### config.mk
export PLATFORM = sky130hd
export DESIGN_NAME = key_onecold_scanner_flat
export DESIGN_NICKNAME = d
export VERILOG_FILES = /design/src/rtl/key_onecold_scanner_if.sv /design/src/rtl/key_onecold_scanner.sv /design/src/flat_wrapper.sv
export SDC_FILE = /design/constraint.sdc
export NUM_CORES = 1
export LEC_CHECK = 0
export BUFFER_PORTS_ARGS = -buffer_cell sky130_fd_sc_hd__buf_4
export CELL_PAD_IN_SITES_DETAIL_PLACEMENT = 0
export CELL_PAD_IN_SITES_GLOBAL_PLACEMENT = 2
export CORE_ASPECT_RATIO = 2
export CORE_UTILIZATION = 38
export CTS_CLUSTER_DIAMETER = 80
export DETAILED_ROUTE_END_ITERATION = 8
export PLACE_DENSITY_LB_ADDON = 0.08
export SYNTH_ARGS = -nofsm -noshare
export SYNTH_HDL_FRONTEND = slang
export SYNTH_SLANG_ARGS = --single-unit
### constraint.sdc
create_clock -name clk -period 2.6 [get_ports clk]
set_input_delay 0.52 -clock clk [delete_from_list [all_inputs] [get_ports clk]]
set_output_delay 0.52 -clock clk [all_outputs]
set_load 0.005 [all_outputs]
### src/rtl/key_onecold_scanner_if.sv
// Key scanner bus: raw active-low key lines in, debounced one-cold vector and flags out.
interface key_onecold_scanner_if #(
  parameter int unsigned SIZE = 2
);
  localparam int unsigned N = 2 ** SIZE;

  logic [N-1:0] key_n;
  logic [N-1:0] a_out;
  logic         strobe;
  logic         multi;

  // master drives the keys, slave is the scanner
  modport master (output key_n, input a_out, input strobe, input multi);
  modport slave  (input key_n, output a_out, output strobe, output multi);
endinterface

### src/rtl/key_onecold_scanner.sv
// Debounced single-key scanner: synchronizes raw active-low keys, accepts one stable key
// at a time and presents it as a one-cold vector with a press strobe and a multi-key flag.
module key_onecold_scanner #(
  parameter int unsigned SIZE       = 2,
  parameter int unsigned DEB_CYCLES = 4
) (
  input logic                   clk,
  input logic                   rst_n,
  key_onecold_scanner_if.slave  bus
);

  localparam int unsigned N    = 2 ** SIZE;
  localparam int unsigned CntW = $clog2(DEB_CYCLES + 1);

  // cnt counts stable samples; the sample that makes it DEB_CYCLES is the accepting one
  localparam logic [CntW-1:0] CntOne  = CntW'(1);
  localparam logic [CntW-1:0] CntLast = CntW'(DEB_CYCLES - 1);
  localparam logic [N-1:0]    AllOnes = '1;
  localparam logic [N-1:0]    NOne    = N'(1);

  typedef enum logic [1:0] {
    StIdle,
    StDebounce,
    StHeld,
    StRelease
  } state_e;

  state_e          state_q;
  logic [N-1:0]    sync_q;
  logic [N-1:0]    sk_q;
  logic [N-1:0]    cand_q;
  logic [N-1:0]    a_out_q;
  logic [CntW-1:0] cnt_q;
  logic            strobe_q;
  logic            multi_q;

  logic [N-1:0]    zeros;
  logic [N-1:0]    zeros_m1;
  logic            one_zero;
  logic            many_zero;
  logic            all_ones;

  // x & (x-1) clears the lowest set bit: nonzero remainder means two or more zeros in sk
  always_comb begin
    zeros     = ~sk_q;
    zeros_m1  = zeros - NOne;
    many_zero = |(zeros & zeros_m1);
    one_zero  = (|zeros) && !many_zero;
    all_ones  = (sk_q == AllOnes);
  end

  always_ff @(posedge clk) begin
    if (!rst_n) begin
      sync_q <= AllOnes;
      sk_q   <= AllOnes;
    end else begin
      sync_q <= bus.key_n;
      sk_q   <= sync_q;
    end
  end

  always_ff @(posedge clk) begin
    if (!rst_n) begin
      state_q  <= StIdle;
      cand_q   <= AllOnes;
      cnt_q    <= '0;
      a_out_q  <= AllOnes;
      strobe_q <= 1'b0;
      multi_q  <= 1'b0;
    end else begin
      strobe_q <= 1'b0;
      multi_q  <= many_zero;
      unique case (state_q)
        StIdle: begin
          if (one_zero) begin
            cand_q <= sk_q;
            if (DEB_CYCLES == 1) begin
              a_out_q  <= sk_q;
              strobe_q <= 1'b1;
              cnt_q    <= '0;
              state_q  <= StHeld;
            end else begin
              cnt_q   <= CntOne;
              state_q <= StDebounce;
            end
          end
        end
        StDebounce: begin
          if (sk_q != cand_q) begin
            cnt_q   <= '0;
            state_q <= StIdle;
          end else if (cnt_q == CntLast) begin
            a_out_q  <= cand_q;
            strobe_q <= 1'b1;
            cnt_q    <= '0;
            state_q  <= StHeld;
          end else begin
            cnt_q <= cnt_q + CntOne;
          end
        end
        StHeld: begin
          // a_out is frozen here; only a full release is of interest
          if (all_ones) begin
            if (DEB_CYCLES == 1) begin
              a_out_q <= AllOnes;
              cnt_q   <= '0;
              state_q <= StIdle;
            end else begin
              cnt_q   <= CntOne;
              state_q <= StRelease;
            end
          end
        end
        StRelease: begin
          if (!all_ones) begin
            cnt_q   <= '0;
            state_q <= StHeld;
          end else if (cnt_q == CntLast) begin
            a_out_q <= AllOnes;
            cnt_q   <= '0;
            state_q <= StIdle;
          end else begin
            cnt_q <= cnt_q + CntOne;
          end
        end
        default: begin
          cnt_q   <= '0;
          state_q <= StIdle;
        end
      endcase
    end
  end

  assign bus.a_out  = a_out_q;
  assign bus.strobe = strobe_q;
  assign bus.multi  = multi_q;

endmodule

### src/flat_wrapper.sv
// flat-port wrapper written by rule: the top's interface ports become plain ports
module key_onecold_scanner_flat 
#(
  parameter int unsigned SIZE       = 2,
  parameter int unsigned DEB_CYCLES = 4
)
  (clk, rst_n, bus_key_n, bus_a_out, bus_strobe, bus_multi);
  key_onecold_scanner_if #(.SIZE(SIZE)) bus_i ();
  input logic clk;
  input logic rst_n;
  input wire logic [$bits(bus_i.key_n)-1:0] bus_key_n;
  output wire logic [$bits(bus_i.a_out)-1:0] bus_a_out;
  output wire logic [$bits(bus_i.strobe)-1:0] bus_strobe;
  output wire logic [$bits(bus_i.multi)-1:0] bus_multi;
  assign bus_i.key_n = bus_key_n;
  assign bus_a_out = bus_i.a_out;
  assign bus_strobe = bus_i.strobe;
  assign bus_multi = bus_i.multi;
  key_onecold_scanner #(.SIZE(SIZE), .DEB_CYCLES(DEB_CYCLES)) u_core (.clk(clk), .rst_n(rst_n), .bus(bus_i));
endmodule
# Word-level counts from Yosys, hierarchy flattened
# Index checks and enable logic that the tools add are counted.
totals:
  word_cells: 58
  out_inout_bits: 6
  ff_bits: 23
  in_bits: 6
classes:
  n_eq_ne: 14
  muxes: 19
  reduce_logical: 11
  n_addsub: 2
  bitwise_logic: 4
ops:
  columns: ["cell", "n"]
  rows:
  - ["2-to-1 mux 4 bit", 4]
  - ["2-to-1 mux 3 bit", 5]
  - ["2-to-1 mux 2 bit", 6]
  - ["case mux 3 bit (4 select lines)", 1]
  - ["inequality test 2 x 1 -> 1 bit, second input constant", 5]
  - ["case mux 2 bit (4 select lines)", 1]
  - ["case mux 4 bit (2 select lines)", 1]
  - ["OR reduction 4 bit", 2]
  - ["AND reduction 5 bit", 1]
  - ["AND 4 bit", 1]
  - ["equality test 2 bit, second input constant", 2]
  - ["equality test 4 bit, second input constant", 1]
  - ["inequality test 4 bit", 1]
  - ["NOT 4 bit", 1]
  - ["AND reduction 2 bit", 2]
  - ["AND reduction 4 bit", 1]
  - ["subtractor 4 x 1 -> 4 bit, second input constant", 1]
  - ["adder 3 x 1 -> 3 bit, second input constant", 1]
  - ["equality test 3 x 2 -> 1 bit, second input constant", 1]
  - ["inequality test 3 x 1 -> 1 bit, second input constant", 1]
  - ["inequality test 3 bit, second input constant", 1]
  - ["OR reduction 3 bit", 1]
  - ["equality test 2 x 1 -> 1 bit, second input constant", 1]
  - ["logical NOT 2 bit", 1]
  - ["6 further kinds", 7]

# Depth between registers and ports, before layout
depth:
  ltp_word: 8
  depth_mapped: 6
  depth_no_buf: 5

# Worst setup path after synthesis
# No wires, ideal clock.
synth_path:
  kind: "register to register"
  from: "register u_core.sk_q[0]"
  to: "register u_core.cnt_q[0]"
  path_stages_with_launch: 6
  slack_ns: 1.293
  arrival_time_ns: 1.189
  synth_period_minus_slack_ns: 1.307
  cell_sequence: "dfxtp_1 > buf_6 > and4bb_2 > a211oi_2 > o21ai_1 > o2111a_1"
synth_between:
  elab_chain_len: 8
  elab_cells_between_ends: 15
  cone_classes: "add/sub (1); eq/ne (4); mux (3); bitwise (2); reduce/logical (5)"
synth_lines:
  columns: ["item", "line", "text"]
  rows:
  - ["from (decl)", "key_onecold_scanner.sv:30", "logic [N-1:0] sk_q;"]
  - ["from (signal assigned)", "key_onecold_scanner.sv:55", "sk_q <= AllOnes;"]
  - ["from (signal assigned)", "key_onecold_scanner.sv:58", "sk_q <= sync_q;"]
  - ["NOT 4 bit", "key_onecold_scanner.sv:45", "zeros = ~sk_q;"]
  - ["subtractor 4 x 1 -> 4 bit", "key_onecold_scanner.sv:46", "zeros_m1 = zeros - NOne;"]
  - ["AND 4 bit", "key_onecold_scanner.sv:47", "many_zero = |(zeros & zeros_m1);"]
  - ["OR reduction 4 bit", "key_onecold_scanner.sv:47", null]
  - ["logical NOT 1 bit", "key_onecold_scanner.sv:48", "one_zero = (|zeros) && !many_zero;"]
  - ["logical AND 1 bit", "key_onecold_scanner.sv:48", null]
  - ["inequality test 2 x 1 -> 1 bit (no line)", null, null]
  - ["AND reduction 2 bit (no line)", null, null]
  - ["to (signal assigned)", "key_onecold_scanner.sv:83", "cnt_q <= CntOne;"]
  - ["to (signal assigned)", "key_onecold_scanner.sv:98", "cnt_q <= cnt_q + CntOne;"]
  - ["to (signal assigned)", "key_onecold_scanner.sv:109", "cnt_q <= CntOne;"]
  - ["to (decl)", "key_onecold_scanner.sv:33", "logic [CntW-1:0] cnt_q;"]
# Several ways; a longest one is shown, not always the timed one.
# A chain may end at the register's enable or synchronous reset.

# Final worst setup path
layout_path:
  from: "register u_core.sk_q[2]"
  to: "register u_core.a_out_q[1], in the netlist u_core.bus.a_out[1]"
layout_between:
  elab_chain_len: 3
  elab_cells_between_ends: 5
  cone_classes: "eq/ne (4); reduce/logical (1)"
layout_lines:
  columns: ["item", "line", "text"]
  rows:
  - ["equality test 4 bit or inequality test 4 bit (tied branches)", "key_onecold_scanner.sv:49, key_onecold_scanner.sv:89", null]
  - ["inequality test 2 x 1 -> 1 bit (no line) or inequality test 2 bit (tied branches)", null, null]
  - ["AND reduction 5 bit (no line) (*)", null, null]
  - ["to (signal assigned)", "key_onecold_scanner.sv:67", "a_out_q <= AllOnes;"]
  - ["to (signal assigned)", "key_onecold_scanner.sv:78", "a_out_q <= sk_q;"]
  - ["to (signal assigned)", "key_onecold_scanner.sv:93", "a_out_q <= cand_q;"]
  - ["to (decl)", "key_onecold_scanner.sv:32", "logic [N-1:0] a_out_q;"]
# Every way passes the cells marked *; elsewhere a longest branch is shown, timed or not.

==> impl_metrics.yaml <==
floorplanning:
  die_height_um: 80.89
  start_util_pct: 40.18
  io_pins: 12
  fp.dieArea_um2: 3352
  core_um2: 2943
  num_rows: 28
  dieWidth_um: 41.45
place:
  place_area_um2: 1225
  gp_congestion: 0.7373
  io_buffers: 11
  place_inst: 160
  dpl.hpwl_um: 1758
power:
  pwr_density_cell_nw_per_um2: 561.8
  vdd_drop_max_uv: 296.3
  leakagePower_nw: 0.5023
cts:
  cts_setup_buffers: 0
  cts.repair.resized: 0
  cts.sinks: 23
  path_clk_slew_ns: 0.08
  cts_buffers: 3
  root_buffer: "clkbuf_8"
  htreeDepth: 1
  postCtsHoldBufs: 0
  cts_tree: "built"
  clk_latency_ns: 0.27
  cts_buffer_depth: 2
worst_setup_path:
  critical_path_class: "reg2reg"
  cp.required_ns: 2.79
  crit_fanout: 14
  cp_data_arrival_time_ns: 1.88
  r2r_setup_slack_ns: 0.91
  worstPathCellList: "xnor2_1 -> and4_1 -> a211oi_2 -> o31ai_1"
  critical_path.max_stage_delay_ns: 0.65
  cp_slowest_cell: "dfxtp_1"
  worstSetupStartpointType: "flop"
  cp_top_family: "flip-flops"
  worst-path-buf-inv: 0
  endpoint_kind: "flop"
route:
  drt_wl_total_um: 2446
  drtIter0Drc: 15
  wl_per_cell_um: 14.91
  drcViolationCount: 0
  dr.pass1.iters: 3
  dr_total_vias: 926
  viasPerCell: 5.646
  ant_nets: 0
cells_and_area:
  num_antenna_cells: 0
  area_growth_pct: 7.408
  post-route-util_pct: 43.15
  drive_gt1_share_pct: 17.91
  stdcell_count: 164
  final_area_um2: 1270
  nets: 142
hold_path:
  hp-class: "reg2reg"
synthesis:
  synth_top_cell_area_share_pct: 38.94
  syn-mean-instance-area_um2: 9.166
  ys_seq_elements: 23
  synthTopCellsByArea: "dfxtp_1 39%, nand2b_1 6.3%, xnor2_1 5.2%, buf_6 3.8%, nand2_1 2.9%"
  syn_nets: 136
  yosysUniqueCellTypes: 41
  syn_inst: 129
  yosysTopAreaCell: "dfxtp_1"
  synth.cell_area_um2: 1182
  ys_seq_area_share_pct: 38.94
  yosysWarnings: 0
timing:
  maxSlewHeadroom_pct: 65.26
  worst_pin_slew_ns: 0.5204
  setup_violations: 0
  grt_setup_unrepaired: "no"
  fin_worst_skew_ns: 0.006082
  finalHoldViolCount: 0
  finalCritPeriodShare_pct: 65.09
  totalNegativeSetupSlack_ns: 0
  min_period_ns: 1.692
  final_max_slew_viol_count: 0
  clock.fmax_mhz: 590.9
run_status:
  status: "complete, no violations"
global_routing:
  grt_pass1_wl_um: 4043
  antenna_found_initial: 0
  grt_pass1_vias: 860
  track_usage_pct: 15.62
  overflow: 0
  grt_max_degree: 24
job:
  drv_cap: 0
-- final timing paths --
kind	startpoint	endpoint	cells after the start
setup / recovery	u_core.sk_q[2]	u_core.bus.a_out[1]	4
hold / removal	u_core.sync_q[0]	u_core.sk_q[0]	1
setup reg to reg	u_core.sk_q[2]	u_core.bus.a_out[1]	4
hold reg to reg	u_core.sync_q[0]	u_core.sk_q[0]	1
-- cells in the mapped netlist (all sizes together) --
| master | n |
|---|---|
| dfxtp | 23 |
| nand2b | 12 |
| buf | 9 |
| nand2 | 9 |
| xnor2 | 7 |
| a211oi | 6 |
| nor2 | 6 |
| inv | 5 |
| nand4 | 5 |
| nor3 | 5 |
| o21ai | 5 |
| a21oi | 4 |
| nand3 | 4 |
| a31oi | 3 |
| nor4 | 3 |
| and2 | 2 |
| and3 | 2 |
| and3b | 2 |
| and4bb | 2 |
| o31ai | 2 |
| a21o | 1 |
| a221oi | 1 |
| a31o | 1 |
| a32oi | 1 |
| a41oi | 1 |
| and4 | 1 |
| clkbuf | 1 |
| ha | 1 |
| mux2i | 1 |
| nor2b | 1 |
| o2111a | 1 |
| o21a | 1 |
| o32ai | 1 |
-- cells by family after synthesis --
kind of cell             Yosys count  share of synthesized area [%]
AO/OA/AOI/OAI                     28                          18.20
XOR/XNOR                           7                          5.185
adder cells (fa/ha/maj)            1                          1.058
buffers and inverters             15                          8.147
flip-flops                        23                          38.94
multiplexers                       1                         0.8466
AND/OR/NAND/NOR                   54                          27.62
-- area by class of cell --
cell class | instances | area [µm²]
Clock buffer | 4 | 45.04
Fill cell | 316 | 1673
Inverter | 5 | 18.77
Multi-Input combinational cell | 91 | 625.6
Sequential cell | 23 | 460.4
Tap cell | 30 | 37.54
Timing Repair Buffer | 11 | 82.58
-- where the power goes --
group / leakage (nW) / total (W) / internal, W / switching [W]
Combinational: 0.291 / 0.000100 / 0.0000466 / 0.0000536
Clock: 0.0228 / 0.000223 / 0.000110 / 0.000114
Sequential: 0.188 / 0.000390 / 0.000367 / 0.0000224
-- state kept, by name, indices dropped and copies added (netlist names) --
signal,count
u_core.bus.a_out,4
u_core.cand_q,4
u_core.sk_q,4
u_core.sync_q,4
u_core.cnt_q,3
u_core.state_q,2
u_core.bus.multi,1
u_core.bus.strobe,1
-- placed cells by master, fill, tap and decap left out, types with 2 or more instances in the layout --
master    Yosys  routed
nor4_1        3       3
a211oi_1      4       4
and4bb_2      2       2
nand4_1       4       4
dfxtp_1      23      23
o21ai_0       3       3
nand2_1       9       9
and3_1        2       2
and3b_1       2       2
a211oi_2      2       2
nand2b_1     12      12
and2_1        2       2
nor2_1        5       5
o31ai_1       2       2
a31oi_1       3       3
nand3_1       4       4
nor3_1        5       5
a21oi_1       3       3
o21ai_1       2       2
clkbuf_8      0       3
buf_4         1      11
inv_1         4       4
xnor2_1       7       7
-- through the flow --
step	total power, W	setup slack (ns)	hold slack [ns]
2_1_floorplan	0.0004847	1.293	0.3863
3_3_place_gp	0.0004975	0.9476	0.3945
3_5_place_dp	0.0004995	0.9110	0.3979
4_1_cts	0.0007233	0.9008	0.4190
5_1_grt	0.0007489	0.8109	0.4269
6_report	0.0007134	0.9076	0.4115
-- metal layers --
metal,share of wire [%],routed length [µm],GRT usage (%)
met5,0,0,0
met4,2.0,48,7.742
met3,1.8,43,2.000
met2,53,1295,29.06
met1,43,1058,16.87
(Power assumes the default switching activity.)
